`config.mk`:
```
export PLATFORM = sky130hd
export DESIGN_NAME = fmult_arb
export DESIGN_NICKNAME = d
export VERILOG_FILES = /design/src/rtl/fmult_arb_pkg.sv /design/src/rtl/fmult_arb_rr_arb2.sv /design/src/rtl/fmult_arb.sv
export SDC_FILE = /design/constraint.sdc
export NUM_CORES = 1
export LEC_CHECK = 0
export BUFFER_PORTS_ARGS = -buffer_cell sky130_fd_sc_hd__buf_2
export CAP_MARGIN = 20
export CORE_AREA = 2 2 138 140
export DETAILED_ROUTE_END_ITERATION = 8
export DIE_AREA = 0 0 140 142
export SLEW_MARGIN = 20
export SYNTH_ARGS = -nofsm -noshare
export SYNTH_HDL_FRONTEND = slang
export SYNTH_SLANG_ARGS = --single-unit
```
`constraint.sdc`:
```
create_clock -name clk -period 5.64 [get_ports clk]
set_input_delay 0.282 -clock clk [delete_from_list [all_inputs] [get_ports clk]]
set_output_delay 0.282 -clock clk [all_outputs]
set_load 0.05 [all_outputs]
```
`src/rtl/fmult_arb_pkg.sv`:
```
// rtl/fmult_arb_pkg.sv - shared types and constants for the multiplier arbiter
// Purpose: FSM state encoding, response flag bit positions, timeout result value,
//          fp16 zero-extension width and small helpers used by fmult_arb.
// Ports:   none (package).
package fmult_arb_pkg;

   typedef enum logic [1:0] {
      ST_IDLE  = 2'd0,
      ST_ISSUE = 2'd1,
      ST_WAIT  = 2'd2,
      ST_RESP  = 2'd3
   } state_t;

   // Bit positions inside the 3-bit {timeout, error, overflow} flag field.
   localparam int FLAG_OVF = 0;
   localparam int FLAG_ERR = 1;
   localparam int FLAG_TMO = 2;

   localparam logic [31:0] NAN_32    = 32'h7fffffff;
   localparam int          FP16_ZEXT = 16;

   function automatic logic [31:0] zext16(input logic [15:0] v);
      return {{FP16_ZEXT{1'b0}}, v};
   endfunction

   function automatic logic [2:0] make_flags(input logic tmo, input logic err,
                                             input logic ovf);
      logic [2:0] f;
      f           = '0;
      f[FLAG_TMO] = tmo;
      f[FLAG_ERR] = err;
      f[FLAG_OVF] = ovf;
      return f;
   endfunction

endpackage

```
`src/rtl/fmult_arb_rr_arb2.sv`:
```
// rtl/fmult_arb_rr_arb2.sv - two-way round-robin arbiter with last-grant register
// Purpose: picks one of two requesters; on a tie the one not granted last wins.
// Ports:   clk, rst_n      clock, async active-low reset
//          req[1:0]        pending requests
//          update          load update_id into the last-grant register
//          update_id       index of the requester just served
//          grant[1:0]      one-hot grant (combinational, zero when no request)
module rr_arb2 (
   input  logic       clk,
   input  logic       rst_n,
   input  logic [1:0] req,
   input  logic       update,
   input  logic       update_id,
   output logic [1:0] grant
);

   logic last;

   // Reset value 1 makes requester 0 the winner of the first tie.
   always_ff @(posedge clk or negedge rst_n) begin
      if (!rst_n) begin
         last <= 1'b1;
      end else if (update) begin
         last <= update_id;
      end
   end

   always_comb begin
      grant = req;
      if (req == 2'b11) begin
         grant = last ? 2'b01 : 2'b10;
      end
   end

endmodule

```
`src/rtl/fmult_arb.sv`:
```
// rtl/fmult_arb.sv - arbitrates two requesters onto one external fp16/fp32 multiplier
// Purpose: grants one job at a time (round-robin), issues it to the multiplier,
//          waits for the result with a minimum wait and a timeout, and holds the
//          response for the granted requester until it is consumed.
// Ports:   clk, rst_n                       clock, async active-low reset
//          req{0,1}_valid/ready/type/a/b    job request handshake and operands
//          rsp{0,1}_valid/ready/data/flags  result handshake, data, {tmo,err,ovf}
//          mul_valid/data_type/in*          job issue to the multiplier
//          mul_ready/out*/overflow/error    multiplier status and result
module fmult_arb
   import fmult_arb_pkg::*;
#(
   parameter int MIN_WAIT = 3,
   parameter int TIMEOUT  = 255
) (
   input  logic        clk,
   input  logic        rst_n,
   input  logic        req0_valid,
   output logic        req0_ready,
   input  logic        req0_type,
   input  logic [31:0] req0_a,
   input  logic [31:0] req0_b,
   input  logic        req1_valid,
   output logic        req1_ready,
   input  logic        req1_type,
   input  logic [31:0] req1_a,
   input  logic [31:0] req1_b,
   output logic        rsp0_valid,
   input  logic        rsp0_ready,
   output logic [31:0] rsp0_data,
   output logic [2:0]  rsp0_flags,
   output logic        rsp1_valid,
   input  logic        rsp1_ready,
   output logic [31:0] rsp1_data,
   output logic [2:0]  rsp1_flags,
   output logic        mul_valid,
   output logic        mul_data_type,
   output logic [31:0] mul_in1_32,
   output logic [31:0] mul_in2_32,
   output logic [15:0] mul_in1_16,
   output logic [15:0] mul_in2_16,
   input  logic        mul_ready,
   input  logic [31:0] mul_out_32,
   input  logic [15:0] mul_out_16,
   input  logic        mul_overflow,
   input  logic        mul_error
);

   localparam logic [7:0] MIN_CNT = 8'(MIN_WAIT);
   localparam logic [7:0] TMO_CNT = 8'(TIMEOUT);

   state_t      state;
   logic        armed;
   logic [7:0]  cnt;
   logic        gnt_id;
   logic        op_type;
   logic [31:0] op_a;
   logic [31:0] op_b;
   logic [31:0] res_data;
   logic [2:0]  res_flags;
   logic [1:0]  rsp_vld;
   logic        mul_vld;
   logic [1:0]  grant;
   logic        start;
   logic        handshake;

   // armed stays low for the first edge after reset release, so the earliest
   // grant lands on the second rising edge.
   assign start      = (state == ST_IDLE) && armed && mul_ready
                       && (req0_valid || req1_valid);
   assign req0_ready = start && grant[0];
   assign req1_ready = start && grant[1];
   assign handshake  = (rsp_vld[0] && rsp0_ready) || (rsp_vld[1] && rsp1_ready);

   rr_arb2 u_arb (
      .clk       (clk),
      .rst_n     (rst_n),
      .req       ({req1_valid, req0_valid}),
      .update    (handshake),
      .update_id (gnt_id),
      .grant     (grant)
   );

   always_ff @(posedge clk or negedge rst_n) begin
      if (!rst_n) begin
         state     <= ST_IDLE;
         armed     <= 1'b0;
         cnt       <= '0;
         gnt_id    <= 1'b0;
         op_type   <= 1'b0;
         op_a      <= '0;
         op_b      <= '0;
         res_data  <= '0;
         res_flags <= '0;
         rsp_vld   <= '0;
         mul_vld   <= 1'b0;
      end else begin
         armed   <= 1'b1;
         mul_vld <= 1'b0;
         case (state)
            ST_IDLE: begin
               if (start) begin
                  gnt_id  <= grant[1];
                  op_type <= grant[1] ? req1_type : req0_type;
                  op_a    <= grant[1] ? req1_a : req0_a;
                  op_b    <= grant[1] ? req1_b : req0_b;
                  mul_vld <= 1'b1;
                  state   <= ST_ISSUE;
               end
            end
            ST_ISSUE: begin
               cnt   <= '0;
               state <= ST_WAIT;
            end
            ST_WAIT: begin
               if ((cnt >= MIN_CNT) && mul_ready) begin
                  res_data        <= op_type ? mul_out_32 : zext16(mul_out_16);
                  res_flags       <= make_flags(1'b0, mul_error, mul_overflow);
                  rsp_vld[gnt_id] <= 1'b1;
                  state           <= ST_RESP;
               end else if (cnt == TMO_CNT) begin
                  res_data        <= NAN_32;
                  res_flags       <= make_flags(1'b1, 1'b0, 1'b0);
                  rsp_vld[gnt_id] <= 1'b1;
                  state           <= ST_RESP;
               end else begin
                  cnt <= cnt + 8'd1;
               end
            end
            ST_RESP: begin
               if (handshake) begin
                  rsp_vld <= '0;
                  cnt     <= '0;
                  state   <= ST_IDLE;
               end
            end
            default: state <= ST_IDLE;
         endcase
      end
   end

   assign rsp0_valid    = rsp_vld[0];
   assign rsp1_valid    = rsp_vld[1];
   assign rsp0_data     = res_data;
   assign rsp1_data     = res_data;
   assign rsp0_flags    = res_flags;
   assign rsp1_flags    = res_flags;
   assign mul_valid     = mul_vld;
   assign mul_data_type = op_type;
   assign mul_in1_32    = op_a;
   assign mul_in2_32    = op_b;
   assign mul_in1_16    = op_a[15:0];
   assign mul_in2_16    = op_b[15:0];

endmodule
```
==> flow_metrics.tcl, run 1 <==
set metrics [dict create \
    clk_pin_slew_ns 0.05 \
    cts.sinks 116 \
    final_common_cell "buf_2" \
    switching_share_pct 55.1 \
    cts_setup_buffers 0 \
    crit_path_start "u_arb.last" \
    initial_core_util_pct 32.3 \
    nets 1052 \
    cts-root-buf "clkbuf_16" \
    clockPowerShare_pct 18.4 \
    synthFlopType "dfrtp_1" \
    wl_per_cell_microns 14.7 \
    min_from "mul_error" \
    core_area_sq_um 18500 \
    io-pin-count 359 \
    skew_ns 0.00903 \
    vias 5139 \
    layout_common_cells "buf_2 (357), dfrtp_1 (115), nand2_1 (96)" \
    seq_area_frac_synth_pct 48.7 \
    netlist.area_leader.share_pct 48.3 \
    dieHeight_microns 142 \
    dr.first_iter.drc_count 246 \
    max_freq_mhz 372 \
    portBuffers 358 \
    drc 25 \
    cts_resized 0 \
    cts_tree "yes" \
    synth-seq-cells 116 \
    numCtsBuffers 17 \
    p_seq_share_pct 24.8 \
    relSlewSlack_pct 35.3 \
    maxCapViolations 0 \
    violations "DRC" \
    synth_area_sq_um 5960 \
    worstPathCellList "a21boi_4, buf_4, and2_1, buf_2" \
    finalHoldViolations 0 \
    grt_pass1_wl_mm 25.0 \
    synth_nets 771 \
    hold_slack_ns 0.0940 \
    layout-drive-gt1-share_pct 46.2 \
    grt_pass1_vias 4753 \
    clk_latency_ns 0.41 \
    drv_slew 0 \
    p_switching_mw 3.21 \
    vias_per_cell 4.64 \
    drtPass1Iterations 7 \
    leakagePower_nw 4.21 \
    r2r_cells 5 \
    dieWidth_microns 140 \
    fin_tns_setup_ns 0 \
    tightest_slew_ns 0.971 \
    criticalPathCategory "reg2out" \
    fillCellCount 1820 \
    yosys_warnings 0 \
    hp-class "in2reg" \
    async_flop_share_pct 100 \
    cp-end-kind "primary output" \
    internal_power_mw 2.62 \
    multi_input_area_sq_um 2430 \
    yosysTopAreaCell "dfrtp_1" \
    share_comb_of_total_power_pct 56.8 \
    worstReg2RegStart "state[0]" \
    grt_max_degree 116 \
    grt_use_total_pct 16.0 \
    arrival_ns 2.41 \
    synth.distinct_cells 47 \
    place_hpwl_mm 12.1 \
    status "complete, but fails checks" \
    ctsHtreeMaxLevel 4 \
    place_congestion 0.777 \
    antenna_found_initial 0 \
    syn_to_final_growth_pct 35.5 \
    seq_area_sq_um 2900 \
    path_delay_family "buffers and inverters" \
    synthCells 580 \
    startpoint_type "flip-flop" \
    syn_avg_cell_area_sq_um 10.3 \
    crit_fanout 61 \
    cp.required_ns 5.36 \
    setup_viol 0 \
    cp.depth 4 \
    antenna_cells 0 \
    row_count 50 \
    ir_drop_v 0.000337 \
    p_per_area_nw_per_um2 721 \
    drt.antenna.violating_nets 0 \
    synth-edff-count 0 \
    crit_path_max_incr_delay_ns 0.78 \
    min_path_cells 2 \
    grt-ovfl-total 0 \
    synthTopCellsByArea "dfrtp_1 (48%), mux2i_1 (14%), buf_4 (8.4%), nand2_1 (6.0%), o21ai_0 (5.7%)" \
    worst-path-buf-inv 2 \
    post-route-period-util_pct 47.7 \
    die_area_sq_um 19900 \
    max-clock-path-buffers 2 \
    cpMaxStageDelayCell "buf_4" \
    wirelength_mm 16.3 \
    period_needed_ns 2.69 \
    rsz0062_at_grt "no" \
]
[layer usage]
layer	GRT usage, %	up-vias	wire length [microns]
met3	4.27	11	1120
met5	0	-	0
met4	5.90	0	248
li1	-	2535	-
met1	19.4	2356	6770
met2	27.6	237	8130
[kinds of logic (layout without fill, tap and decap cells)]
| kind of cell | Yosys count | in the layout | share of synthesized area [%] |
|---|---|---|---|
| flops | 116 | 116 | 48.7 |
| fa+ha+maj | 4 | 4 | 0.840 |
| mux | 83 | 83 | 14.0 |
| buf+inv | 110 | 403 | 11.2 |
| other cells | 1 | 1 | 0.0629 |
| simple gates | 131 | 131 | 9.51 |
| compound gates | 135 | 135 | 15.7 |
[power groups by stage]
| stage | clock network [mW] | logic, mW | registers, mW |
|---|---|---|---|
| after floorplan | 0 | 1.68 | 2.57 |
| after global placement | 0 | 3.31 | 1.46 |
| after detailed placement | 0 | 3.34 | 1.45 |
| after CTS | 1.11 | 3.33 | 1.45 |
| after global routing | 1.15 | 3.47 | 1.50 |
| final | 1.07 | 3.31 | 1.44 |
[registers in the layout, summed over array words and instances (netlist names), 2 cells and up]
register / count
rsp0_data: 32
mul_in1_32: 32
state: 2
mul_in2_32: 32
rsp0_flags: 3
rsp_vld: 2
cnt: 8
[worst paths after layout]
check | end | slack, ns
worst max-delay path | req1_ready | 2.95
worst min-delay path | rsp0_flags[1] | 0.09
worst max register to register | rsp0_data[31] | 3.16
worst min register to register | mul_in2_32[16] | 0.47
max in group asynchronous | state[1] | 3.89
min in group asynchronous | mul_in2_32[18] | 0.46
[Yosys cell counts (all sizes together), types with 2 or more instances]
cell       n
dfrtp    115
nand2     96
mux2i     81
buf       75
o21ai     68
clkbuf    27
a2bb2oi   24
nand3     11
inv        8
o21a       8
nor2       6
o211ai     6
a21oi      5
ha         4
o311ai     4
a211o      3
a22o       3
nand2b     3
nand4      3
a21o       2
and2       2
and4       2
mux2       2
o2111ai    2
[stage by stage]
step	utilization (%)	area, sq um	setup WS (ns)	cells	total power, mW
after floorplan	-	5960	3.52	580	4.25
after global placement	40.5	7480	2.91	1075	4.77
after detailed placement	40.5	7480	2.84	1075	4.79
after CTS	43.7	8070	2.81	1107	5.89
after global routing	43.8	8080	2.81	1107	6.11
final	43.8	8080	2.95	1107	5.82
[area by class of cell]
type	count	area share [%]
Inverter	8	0.372
Clock buffer	20	5.53
Multi-Input combinational cell	354	30.0
Timing Repair Buffer	364	22.8
Tap cell	234	3.62
Clock inverter	11	1.67
Sequential cell	116	36.0
[repair_timing]
action                                  in CTS  in global routing
hold endpoints to repair                    55                  0
hold buffers                                 1                  0
endpoints found under the setup margin       0                  0
(Power assumes the default switching activity.)
==> run 2: changes to the inputs <==
--- a/config.mk
+++ b/config.mk
@@ -7,9 +7,9 @@
 export LEC_CHECK = 0
 export BUFFER_PORTS_ARGS = -buffer_cell sky130_fd_sc_hd__buf_2
 export CAP_MARGIN = 20
-export CORE_AREA = 2 2 138 140
+export CORE_AREA = 2 2 141 143
 export DETAILED_ROUTE_END_ITERATION = 8
-export DIE_AREA = 0 0 140 142
+export DIE_AREA = 0 0 143 145
 export SLEW_MARGIN = 20
 export SYNTH_ARGS = -nofsm -noshare
 export SYNTH_HDL_FRONTEND = slang
==> constraint.sdc (replaced) <==
create_clock -name clk -period 2.2 [get_ports clk]
set_input_delay 0.11 -clock clk [delete_from_list [all_inputs] [get_ports clk]]
set_output_delay 0.11 -clock clk [all_outputs]
set_load 0.05 [all_outputs]
==> flow_metrics.tcl, run 2 (synthesized netlist as in run 1, its figures left out) <==
set metrics [dict create \
    ctsHtreeMaxLevel 4 \
    cts_tree "yes" \
    clk_pin_slew_ns 0.05 \
    min_from "req1_b[18]" \
    min_path_cells 3 \
    layout_common_cells "buf_2 (357), dlygate4sd3_1 (117), dfrtp_1 (115)" \
    r2r_cells 4 \
    worstReg2RegStart "cnt[6]" \
    syn_to_final_growth_pct 59.0 \
    final.setup.worst_slack_ns 0.0753 \
    ir_drop_v 0.00115 \
    cp.required_ns 2.49 \
    final_common_cell "buf_2" \
    rsz0062_at_grt "no" \
    nets 1181 \
    relSlewSlack_pct 57.0 \
    core_area_sq_um 19200 \
    max-clock-path-buffers 2 \
    ff2ff_setup_slack_ns 0.08 \
    portBuffers 358 \
    hp-class "in2reg" \
    antenna_found_initial 5 \
    dieHeight_microns 145 \
    leakagePower_nw 4.81 \
    drt.antenna.violating_nets 0 \
    maxCapViolations 0 \
    wl_per_cell_microns 15.0 \
    period_needed_ns 2.12 \
    grt_max_degree 117 \
    min_to "mul_in2_32[18]" \
    cts-root-buf "clkbuf_16" \
    vias_per_cell 4.60 \
    hold_slack_ns 0.00807 \
    drv_slew 0 \
    initial_core_util_pct 31.0 \
    wirelength_mm 19.1 \
    cts_setup_buffers 0 \
    layout-drive-gt1-share_pct 41.7 \
    die_area_sq_um 20700 \
    tightest_slew_ns 0.645 \
    post-route-period-util_pct 96.6 \
    drtPass1Iterations 4 \
    fin_util_pct 49.4 \
    place_hpwl_mm 13.0 \
    drc 0 \
    max_freq_mhz 471 \
    place_congestion 0.787 \
    dr.first_iter.drc_count 204 \
    clk_latency_ns 0.41 \
    io-pin-count 359 \
    seq_area_sq_um 2900 \
    grt-ovfl-total 0 \
    dieWidth_microns 143 \
    grt_pass1_wl_mm 29.8 \
    grt_pass1_vias 5863 \
    arrival_ns 2.41 \
    row_count 51 \
    setup_viol 0 \
    fin_tns_setup_ns 0 \
    skew_ns 0.00759 \
    vias 5843 \
    criticalPathCategory "reg2reg" \
    total_power_mw 15.5 \
    fillCellCount 1785 \
    grt_use_total_pct 18.3 \
    crit_fanout 8 \
    multi_input_area_sq_um 2420 \
    r2r_end "state[1]" \
    p_per_area_nw_per_um2 1640 \
    cts.sinks 116 \
    status "finished, final reports clean" \
    dp_slack_ns 0.0812 \
    cp-end-kind "flip-flop" \
    startpoint_type "flip-flop" \
    numCtsBuffers 17 \
    finalHoldViolations 0 \
]
==> run 2: cell count changes in the layout (fill, tap and decap cells not counted), sizes merged <==
cell         delta
buf            +13
bufinv          +1
clkinvlp        -1
diode           +3
dlygate4sd3   +116
inv             +1
==> run 2: routing by layer <==
layer	share of wire, %	GRT usage, %	vias to the layer above	wire length [microns]
li1	-	-	2806	-
met1	40	20.7	2755	7640
met2	52	32.6	253	9810
met3	6.2	5.05	27	1190
met4	2.1	6.34	2	394
met5	0.068	0	-	13
==> run 2: worst max path at each step <==
stage,startpoint,end,slack (ns),cells after the start
floorplan,cnt[6],state[1],0.08,4
global placement,cnt[6],state[1],0.1,4
detailed placement,cnt[6],rsp0_flags[0],0.08,5
CTS,cnt[6],rsp0_flags[1],0.07,5
global route,cnt[6],cnt[1],0.02,5
finish,cnt[6],state[1],0.08,4
==> run 2: repair_timing <==
item	4_1_cts	5_1_grt
gates resized for setup	0	1
hold buffers	115	2
hold endpoints to repair	181	2
endpoints found under the setup margin	0	3
==> run 2: area by class of cell <==
class / instances / area share, %
diodes: 3 / 0.0792
clock buffers: 20 / 4.82
flip-flops and latches: 116 / 30.6
inverters: 8 / 0.317
well taps: 265 / 3.50
multi-input cells: 354 / 25.6
repair buffers: 493 / 33.2
clock inverters: 12 / 1.87
==> run 2: through the flow <==
stage / cells / cell area, sq um
2_1_floorplan: 580 / 5960
3_3_place_gp: 1119 / 7670
3_5_place_dp: 1119 / 7670
4_1_cts: 1266 / 9450
5_1_grt: 1269 / 9480
6_report: 1271 / 9480
==> run 2: critical path, stage by stage, from the launching register on <==
cell	delay, ns
dfrtp_1	0.37
or4_4	0.56
o41a_4	0.43
o311ai_4	0.29
mux2_2	0.36
==> run 2: where the power goes <==
part	leakage, nW	internal (mW)	switching (mW)
sequential	1.38	3.04	0.657
clock	0.310	1.96	1.01
combinational	3.11	2.16	6.70
total	4.81	7.15	8.37
